[src/rtl/shared_reg_arbiter_pkg.sv]
// -----------------------------------------------------------------------------
// shared_reg_arbiter_pkg
// Shared constants for the shared register write arbiter: FSM state width and
// state encodings. Imported by the arbiter top.
// -----------------------------------------------------------------------------
package shared_reg_arbiter_pkg;

    localparam int STATE_W = 2;

    typedef enum logic [STATE_W-1:0] {
        ST_IDLE = 2'd0,
        ST_LOAD = 2'd1,
        ST_DONE = 2'd2
    } state_t;

endpackage

[src/rtl/shared_reg_arbiter_parallel_register.sv]
// -----------------------------------------------------------------------------
// parallel_register
// Plain X-bit holding register with a synchronous load enable.
//
// Ports:
//   clk      input   1  rising-edge clock
//   rst      input   1  asynchronous active-high reset, clears q
//   load     input   1  capture data_in on the next rising edge
//   data_in  input   x  word to capture
//   q        output  x  register contents
// -----------------------------------------------------------------------------
module parallel_register #(
    parameter int x = 8
) (
    input  logic         clk,
    input  logic         rst,
    input  logic         load,
    input  logic [x-1:0] data_in,
    output logic [x-1:0] q
);

    always_ff @(posedge clk or posedge rst) begin
        if (rst) begin
            q <= '0;
        end else if (load) begin
            q <= data_in;
        end
    end

endmodule

[src/rtl/shared_reg_arbiter.sv]
// -----------------------------------------------------------------------------
// shared_reg_arbiter
// Round-robin write arbiter sharing one parallel_register among N requesters.
// A winner is picked in IDLE, its word is loaded in LOAD (provided it still
// requests), and a one-cycle done pulse is issued in DONE.
//
//   state   | meaning
//   --------+--------------------------------------------------------------
//   IDLE    | waiting; round-robin pick from req starting at ptr
//   LOAD    | gnt visible; load the winner's word if req[sel] still high
//   DONE    | q holds the new word; done[sel] pulses; ptr advances on exit
//
// Ports:
//   clk    input   1     rising-edge clock
//   rst    input   1     asynchronous active-high reset
//   req    input   N     level request per requester
//   wdata  input   N*X   requester i's word at wdata[i*X +: X]
//   gnt    output  N     registered grant, one-hot or zero
//   done   output  N     one-cycle pulse to the requester that committed
//   q      output  X     shared register contents
//   owner  output  W     index of the last requester that committed
//   busy   output  1     high whenever the FSM is not in IDLE
// -----------------------------------------------------------------------------
import shared_reg_arbiter_pkg::*;

module shared_reg_arbiter #(
    parameter int X = 8,
    parameter int N = 4,
    parameter int W = $clog2(N)
) (
    input  logic           clk,
    input  logic           rst,
    input  logic [N-1:0]   req,
    input  logic [N*X-1:0] wdata,
    output logic [N-1:0]   gnt,
    output logic [N-1:0]   done,
    output logic [X-1:0]   q,
    output logic [W-1:0]   owner,
    output logic           busy
);

    state_t         state;
    logic [W-1:0]   sel;
    logic [W-1:0]   ptr;
    logic [W-1:0]   pick_idx;
    logic [W-1:0]   ptr_next;
    logic           load;
    logic [X-1:0]   data_in;

    // Rotate req down by p so index p sits at bit 0, take the lowest set bit,
    // then add p back modulo N.
    function automatic logic [W-1:0] rr_pick(input logic [N-1:0] r,
                                             input logic [W-1:0] p);
        logic [2*N-1:0] dbl;
        logic [N-1:0]   rot;
        int unsigned    off;
        int unsigned    idx;
        logic           found;
        dbl   = {r, r} >> p;
        rot   = dbl[N-1:0];
        off   = 0;
        found = 1'b0;
        for (int i = 0; i < N; i++) begin
            if (!found && rot[i]) begin
                off   = unsigned'(i);
                found = 1'b1;
            end
        end
        idx = 32'(p) + off;
        if (idx >= unsigned'(N)) begin
            idx = idx - unsigned'(N);
        end
        return idx[W-1:0];
    endfunction

    function automatic logic [N-1:0] to_onehot(input logic [W-1:0] idx);
        logic [N-1:0] v;
        v      = '0;
        v[idx] = 1'b1;
        return v;
    endfunction

    assign pick_idx = rr_pick(req, ptr);
    assign ptr_next = (sel == W'(N - 1)) ? '0 : sel + 1'b1;

    // A withdrawn request in LOAD suppresses the write entirely.
    assign load    = (state == ST_LOAD) && req[sel];
    assign data_in = wdata[int'(sel)*X +: X];

    always_ff @(posedge clk or posedge rst) begin
        if (rst) begin
            state <= ST_IDLE;
            gnt   <= '0;
            done  <= '0;
            ptr   <= '0;
            sel   <= '0;
            owner <= '0;
            busy  <= 1'b0;
        end else begin
            done <= '0;
            case (state)
                ST_IDLE: begin
                    if (|req) begin
                        sel   <= pick_idx;
                        gnt   <= to_onehot(pick_idx);
                        state <= ST_LOAD;
                        busy  <= 1'b1;
                    end
                end
                ST_LOAD: begin
                    if (req[sel]) begin
                        done  <= to_onehot(sel);
                        owner <= sel;
                        state <= ST_DONE;
                    end else begin
                        // Abort: ptr stays put so the same priority order applies.
                        gnt   <= '0;
                        state <= ST_IDLE;
                        busy  <= 1'b0;
                    end
                end
                ST_DONE: begin
                    ptr   <= ptr_next;
                    gnt   <= '0;
                    state <= ST_IDLE;
                    busy  <= 1'b0;
                end
                default: begin
                    gnt   <= '0;
                    state <= ST_IDLE;
                    busy  <= 1'b0;
                end
            endcase
        end
    end

    parallel_register #(.x(X)) u_reg (
        .clk     (clk),
        .rst     (rst),
        .load    (load),
        .data_in (data_in),
        .q       (q)
    );

endmodule

[config.mk]
export PLATFORM = sky130hd
export DESIGN_NAME = shared_reg_arbiter
export DESIGN_NICKNAME = d
export VERILOG_FILES = /design/src/rtl/shared_reg_arbiter_pkg.sv /design/src/rtl/shared_reg_arbiter_parallel_register.sv /design/src/rtl/shared_reg_arbiter.sv
export SDC_FILE = /design/constraint.sdc
export NUM_CORES = 1
export LEC_CHECK = 0
export ABC_AREA = 1
export BUFFER_PORTS_ARGS = -buffer_cell sky130_fd_sc_hd__clkbuf_2
export CAP_MARGIN = 10
export CORE_MARGIN = 2
export CORE_UTILIZATION = 52
export CTS_BUF_LIST = sky130_fd_sc_hd__clkbuf_16
export DETAILED_ROUTE_END_ITERATION = 10
export GPL_ROUTABILITY_DRIVEN = 0
export GPL_TIMING_DRIVEN = 0
export PLACE_DENSITY = 0.85
export SYNTH_ARGS = -nofsm -noshare
export SYNTH_HDL_FRONTEND = slang
export SYNTH_HIERARCHICAL = 1
export SYNTH_SLANG_ARGS = --single-unit
[constraint.sdc]
create_clock -name clk -period 4.2 [get_ports clk]
set_clock_uncertainty 0.05 [all_clocks]
set_input_delay 0.42 -clock clk [delete_from_list [all_inputs] [get_ports clk]]
set_output_delay 0.42 -clock clk [all_outputs]
set_load 0.005 [all_outputs]
======== Yosys cells after proc, flatten, opt, wreduce, memory -nomap -nowiden ========
Cells that the tools add are included.
word-level totals
  memories ................................ 0
  output and inout bits ................... 19
  word-level logic and storage cells ...... 62
  flip-flop bits (word level) ............. 25
  bits in writable memories ............... 0
  bits in latches ......................... 0
  bits in read-only memories .............. 0
cells by class
  divide/modulo/power cells ............... 0
  reduce and logical (&&, ||, !) cells .... 14
  add/sub/neg operators ................... 3
  magnitude comparators ................... 5
  equal/unequal tests ..................... 5
  shifts and indexed selects .............. 2
  bitwise gates (word level) .............. 0
  muxes and demuxes ....................... 25
  $mul .................................... 0
operators by type and width
  kind                                                                                  count
  2-bit by 32-bit adder with 32-bit output                                              1
  32-bit by 3-bit greater-or-equal comparator with 1-bit output, second input constant  1
  32-bit two-way mux                                                                    1
  32-bit by 6-bit variable part select with 8-bit output                                1
  4-bit two-way mux                                                                     4
  2-bit two-way mux                                                                     5
  1-bit two-way mux                                                                     9
  4-bit one-hot mux with 2 select lines                                                 1
  8-bit by 2-bit right shift with 4-bit output                                          1
  1-bit logical AND                                                                     6
  2-bit by 3-bit less-than comparator with 1-bit output, second input constant          2
  2-bit AND reduction                                                                   3
  1-bit demux with 2-bit select                                                         2
  2-bit == test, second input constant                                                  2
  2-bit by 1-bit greater-or-equal comparator with 1-bit output, second input constant   2
  2-bit != test, second input constant                                                  2
  2-bit one-hot mux with 2 select lines                                                 1
  4-bit OR reduction                                                                    1
  1-bit zero test                                                                       3
  2-bit by 1-bit adder with 2-bit output, second input constant                         1
  1-bit binary-select mux with 2-bit select                                             1
  2-bit by 1-bit == test with 1-bit output, second input constant                       1
  2-bit zero test                                                                       1
  1-bit one-hot mux with 2 select lines                                                 1
  2-bit by 1-bit subtractor with 2-bit output, second input constant                    1

======== Logic depth before layout (Yosys ltp) ========
  depth in word-level cells ............... 20
  gate-level depth with buffers ........... 13
  depth with buffers taken out ............ 13

======== By module ========
The synthesis kept the hierarchy.
by module, submodules not included
  module              area each (sq um)  seq. area each (sq um)  instances  cells each
  shared_reg_arbiter  1132.3             425.4                   1          162
  parallel_register   309.0              200.2                   1          35

======== Least setup slack after synthesis ========
OpenSTA, ideal clock, no wires.
  path kind ............................... register to register
  start point ............................. register ptr[0]
  end point ............................... register gnt[3]
  stages on the path, launching flop included .. 14
  data required time ...................... 4034 ps
  path slack .............................. 2512 ps
  setup time .............................. 116 ps
  arrival ................................. 1522 ps
  buffers on the path ..................... 0
  cell sequence ........................... dfrtp_1 inv_2 nand2_1 nand3_1 nand2_1 nand3_1 a21boi_0 ha_1 xnor2_1 inv_1 nand2_2 nand2_2 nand2_1 nand2_1
on the way
  longest elaborated chain between the ends .. 20
RTL lines
  what                                                                                                                                                         RTL line                                            source
  start, declared                                                                                                                                              shared_reg_arbiter.sv:44                            logic [W-1:0] ptr;
  start signal, assigned                                                                                                                                       shared_reg_arbiter.sv:123                           ptr <= ptr_next;
  8-bit by 2-bit right shift with 4-bit output                                                                                                                 shared_reg_arbiter.sv:59                            dbl = {r, r} >> p;
  1-bit two-way mux                                                                                                                                            shared_reg_arbiter.sv:64                            if (!found && rot[i]) begin
  1-bit zero test                                                                                                                                              shared_reg_arbiter.sv:64
  1-bit logical AND                                                                                                                                            shared_reg_arbiter.sv:64
  1-bit two-way mux                                                                                                                                            shared_reg_arbiter.sv:64
  1-bit zero test                                                                                                                                              shared_reg_arbiter.sv:64
  1-bit logical AND                                                                                                                                            shared_reg_arbiter.sv:64
  1-bit two-way mux                                                                                                                                            shared_reg_arbiter.sv:64
  (+4 left out)                                                                                                                                                -
  32-bit by 3-bit greater-or-equal comparator with 1-bit output or 2-bit by 1-bit subtractor with 2-bit output (tied branches)                                 shared_reg_arbiter.sv:70, shared_reg_arbiter.sv:71
  2-bit two-way mux *                                                                                                                                          shared_reg_arbiter.sv:70                            if (idx >= unsigned'(N)) begin
  2-bit by 3-bit less-than comparator with 1-bit output (implied by the code) or 2-bit by 1-bit greater-or-equal comparator with 1-bit output (tied branches)  shared_reg_arbiter.sv:79                            v[idx] = 1'b1;
  1-bit logical AND (implied by the code)                                                                                                                      shared_reg_arbiter.sv:79
  1-bit two-way mux (implied by the code)                                                                                                                      shared_reg_arbiter.sv:79
  1-bit demux with 2-bit select *                                                                                                                              shared_reg_arbiter.sv:79
  4-bit two-way mux *                                                                                                                                          shared_reg_arbiter.sv:103                           if (|req) begin
  4-bit one-hot mux with 2 select lines *                                                                                                                      shared_reg_arbiter.sv:101                           case (state)
  end signal, assigned                                                                                                                                         shared_reg_arbiter.sv:105                           gnt <= to_onehot(pick_idx);
  end, declared                                                                                                                                                shared_reg_arbiter.sv:35                            output logic [N-1:0] gnt,
Every way passes the cells marked *; elsewhere a longest branch is shown, timed or not. The select of a mux whose other input is x is not followed.
A chain may end at the register's enable or synchronous reset.

======== Worst setup path after layout ========
Ends and elaborated chain as after synthesis.

==> reports/qor.csv <==
stage,metric,value,unit
worst_setup_path,worst path buffer plus inverter count,2,
timing,minimum clock period,1890,ps
power_and_ir_drop,"sum of internal, switching and leakage power",1.31,mW
worst_setup_path,CP Data Required Time,4300,ps
routing,routed wire length,3390,µm
timing,Max-slew headroom,0.559,
floorplan,Placement Rows,19,
timing,Final Hold Violating Endpoints,0,
grt,maximum number of pins on one net before global-route repair,18,
routing,via count,1483,
clocking,CTS tree,done,
synthesis,register bit total from synthesis,25,
synthesis,Post-Synthesis Net Count,240,
hold_path,class of the worst hold path,in2async,
timing,"Slew Viols, Final",0,
worst_setup_path,sort of element at the end of the critical path,register,
synthesis,"synthesized-area fraction occupied by ao, oa, aoi and oai cells",0.131,
worst_setup_path,CP max stage cell,dfrtp_1,
floorplan,Die Height,56.7,µm
worst_setup_path,Crit Path Max Fanout,6,
routing,Pre-Repair DR Iteration Count,4,
synthesis,number of warnings issued by yosys,6,
routing,detail-routed net length per standard cell,11.8,µm
timing,# setup viols final,0,
synthesis,syn avg cell area,7.32,µm²
worst_setup_path,critical path startpoint category,register,
clocking,deepest clock path buffer count,2,
place,cell area after placement,1760,µm²
floorplan,core outline area,2690,µm²
flow_run,max cap viols,0,
clocking,"Clk pin slew, worst setup/hold paths",60,ps
routing,final antenna-violating net count,0,
floorplan,initial cell density of the core,0.537,
worst_setup_path,cells along the critical path,inv_2 -> nand2_1 -> nand3_1 -> nand2_1 -> nand3_1 -> a21boi_0 -> ha_1 -> xnor2_1 -> inv_1 -> nand2_2 -> nand2_2 -> nand2_1 -> nand2_1,
power_and_ir_drop,Power Density,713,nW/µm²
clocking,insertion delay to the later sink of the worst-skew pair,260,ps
floorplan,number of placed I/O pins,57,
synthesis,area share of fa/ha/maj cells after synthesis,0.0434,
synthesis,synthesized netlist cell count,197,
finish,"final std cell area, no fill",1840,µm²
grt,number of antenna violations at the first check in global routing,0,
clocking,number of buffers inserted during clock tree synthesis,3,
clocking,H-Tree Level Count,1,
synthesis,"basic-gate share of the synthesized area counting and, or, nand and nor cells",0.302,
worst_setup_path,CP most frequent cell,nand2_1,
synthesis,count of unique library cells instantiated by Yosys,20,
floorplan,floorplan die area,3210,µm²
grt,wire length of the first global-routing pass,5750,µm
finish,count of nets after finishing,301,
finish,n_diodes,0,
routing,total DRC errors in the routed layout,0,
timing,TNS Setup,0,ps
routing,per-cell via count in the routed design,5.15,
run_status,run status,completed,
clocking,"Gates resized, CTS repair",0,
clocking,clock tree root buffer cell,clkbuf_16,
clocking,count of hold buffers inserted by post-cts repair,0,
grt,GRT Overall Usage,0.230,
power_and_ir_drop,Lkg Pwr,1.05,nW
routing,iteration-0 DRC count of the detailed router,96,
synthesis,multiplexer share of the synthesized area,0,
worst_setup_path,critical setup path kind,reg2reg,
worst_setup_path,worst stage delay on the critical path,460,ps
clocking,CTS sink count,25,
synthesis,synthesized area,1440,µm²
finish,layout overhead on the synthesized area,27.9,%
timing,transition time at the pin with the least slew margin,661,ps
grt,vias in the first global route,1344,
timing,final clock period utilization by the worst path,0.451,
place,placed wire-length estimate,2580,µm
clocking,post-CTS repair timing setup buffer count,0,
grt,aggregate global routing overflow,0,
timing,achievable frequency,0.528,GHz
floorplan,DIE WIDTH,56.7,µm
place,input/output buffers,56,
synthesis,dominant combinational cell family by area after synthesis,simple AND/OR/NAND/NOR gates,
synthesis,xor/xnor cell area share of the yosys netlist,0.00608,
power_and_ir_drop,VDD IR-drop max,0.445,mV
finish,ratio of cells with drive above 1 in the final layout,0.307,
timing,setup repair after global routing missed its margin,false,
worst_setup_path,Top Family by Delay on Critical Path,simple AND/OR/NAND/NOR gates,
worst_setup_path,arrival time reported for the critical path endpoint,1990,ps
synthesis,sequential cell area fraction in the yosys report,0.434,
path summary, 6_finish.rpt:
kind                                        start                endpoint  slack [ps]  cells past startpoint
max                            ptr[0]$_DFFE_PP0N_      gnt[3]$_DFFE_PP0P_        2310                     13
min                                           rst  u_reg/q[7]$_DFFE_PP0P_          40                      2
max reg2reg                    ptr[0]$_DFFE_PP0N_      gnt[3]$_DFFE_PP0P_        2310                     13
min reg2reg                u_reg/q[4]$_DFFE_PP0P_  u_reg/q[4]$_DFFE_PP0P_         420                      2
max in group asynchronous                     rst      gnt[1]$_DFFE_PP0P_        3490                      2
min in group clk           u_reg/q[4]$_DFFE_PP0P_  u_reg/q[4]$_DFFE_PP0P_         420                      2
kinds of logic after synthesis:
group / after synthesis
AO/OA/AOI/OAI: 33
XOR/XNOR: 1
adder cells (fa/ha/maj): 5
buffers and inverters: 27
flip-flops: 25
AND/OR/NAND/NOR: 106
layout make-up:
type / instances / area (µm²)
fillers: 255 / 843
well taps: 31 / 38.8
multi-input cells: 145 / 696
clock inverters: 1 / 7.51
clock buffers: 3 / 75.1
plain buffers: 8 / 47.5
flip-flops and latches: 25 / 626
inverters: 19 / 72.6
repair buffers: 56 / 280
cells in the final DEF (no fill, tap or decap), drive strengths merged:
cell      count
inv          18
ha            5
clkbuf       62
nand3        14
o22ai         9
clkinvlp      1
dfrtp        25
buf           5
nand2        64
o21ai        22
clkinv        1
o21bai        1
xnor2         1
a21boi        1
nor2         28
report_power, final:
part | internal [mW] | total, mW | switching (mW) | leakage [nW]
registers | 0.338 | 0.401 | 0.0632 | 0.321
clock network | 0.129 | 0.214 | 0.0845 | 0.0371
logic | 0.271 | 0.699 | 0.428 | 0.696
total | 0.738 | 1.31 | 0.576 | 1.05
metrics by stage:
stage,util,setup WS [ps],cells,hold slack (ps)
finish,0.686,2310,288,39.9
global route,0.686,2110,288,65.0
CTS,0.686,2290,288,50.6
detailed placement,0.655,2270,284,330
global placement,0.655,2300,284,327
floorplan,-,2510,197,186
Yosys cell counts:
cell type  number  area [µm²]
nand2_1        58         218
nor2_1         28         105
dfrtp_1        25         626
o21ai_0        20         100
inv_1          14        52.6
nand3_1        13        65.1
o22ai_1         9        56.3
nand2_2         6        37.5
ha_1            5        62.6
inv_2           4        15.0
clkbuf_1        3        11.3
buf_2           2        10.0
buf_4           2        15.0
o21ai_2         2        17.5
a21boi_0        1        7.51
buf_6           1        11.3
clkinv_2        1        5.00
nand3_2         1        10.0
o21bai_1        1        7.51
xnor2_1         1        8.76
metal layers:
metal | global-route usage | wire (µm)
met1 | 0.293 | 1420
met2 | 0.404 | 1710
met3 | 0.0369 | 236
met4 | 0.0612 | 23
met5 | 0 | 0
flip-flops by register name, indices dropped and copies added (netlist names):
name     flops
ptr          2
busy         1
sel          2
u_reg/q      8
done         4
gnt          4
owner        2
state        2
Note: power is estimated with default switching activity, not from simulation.
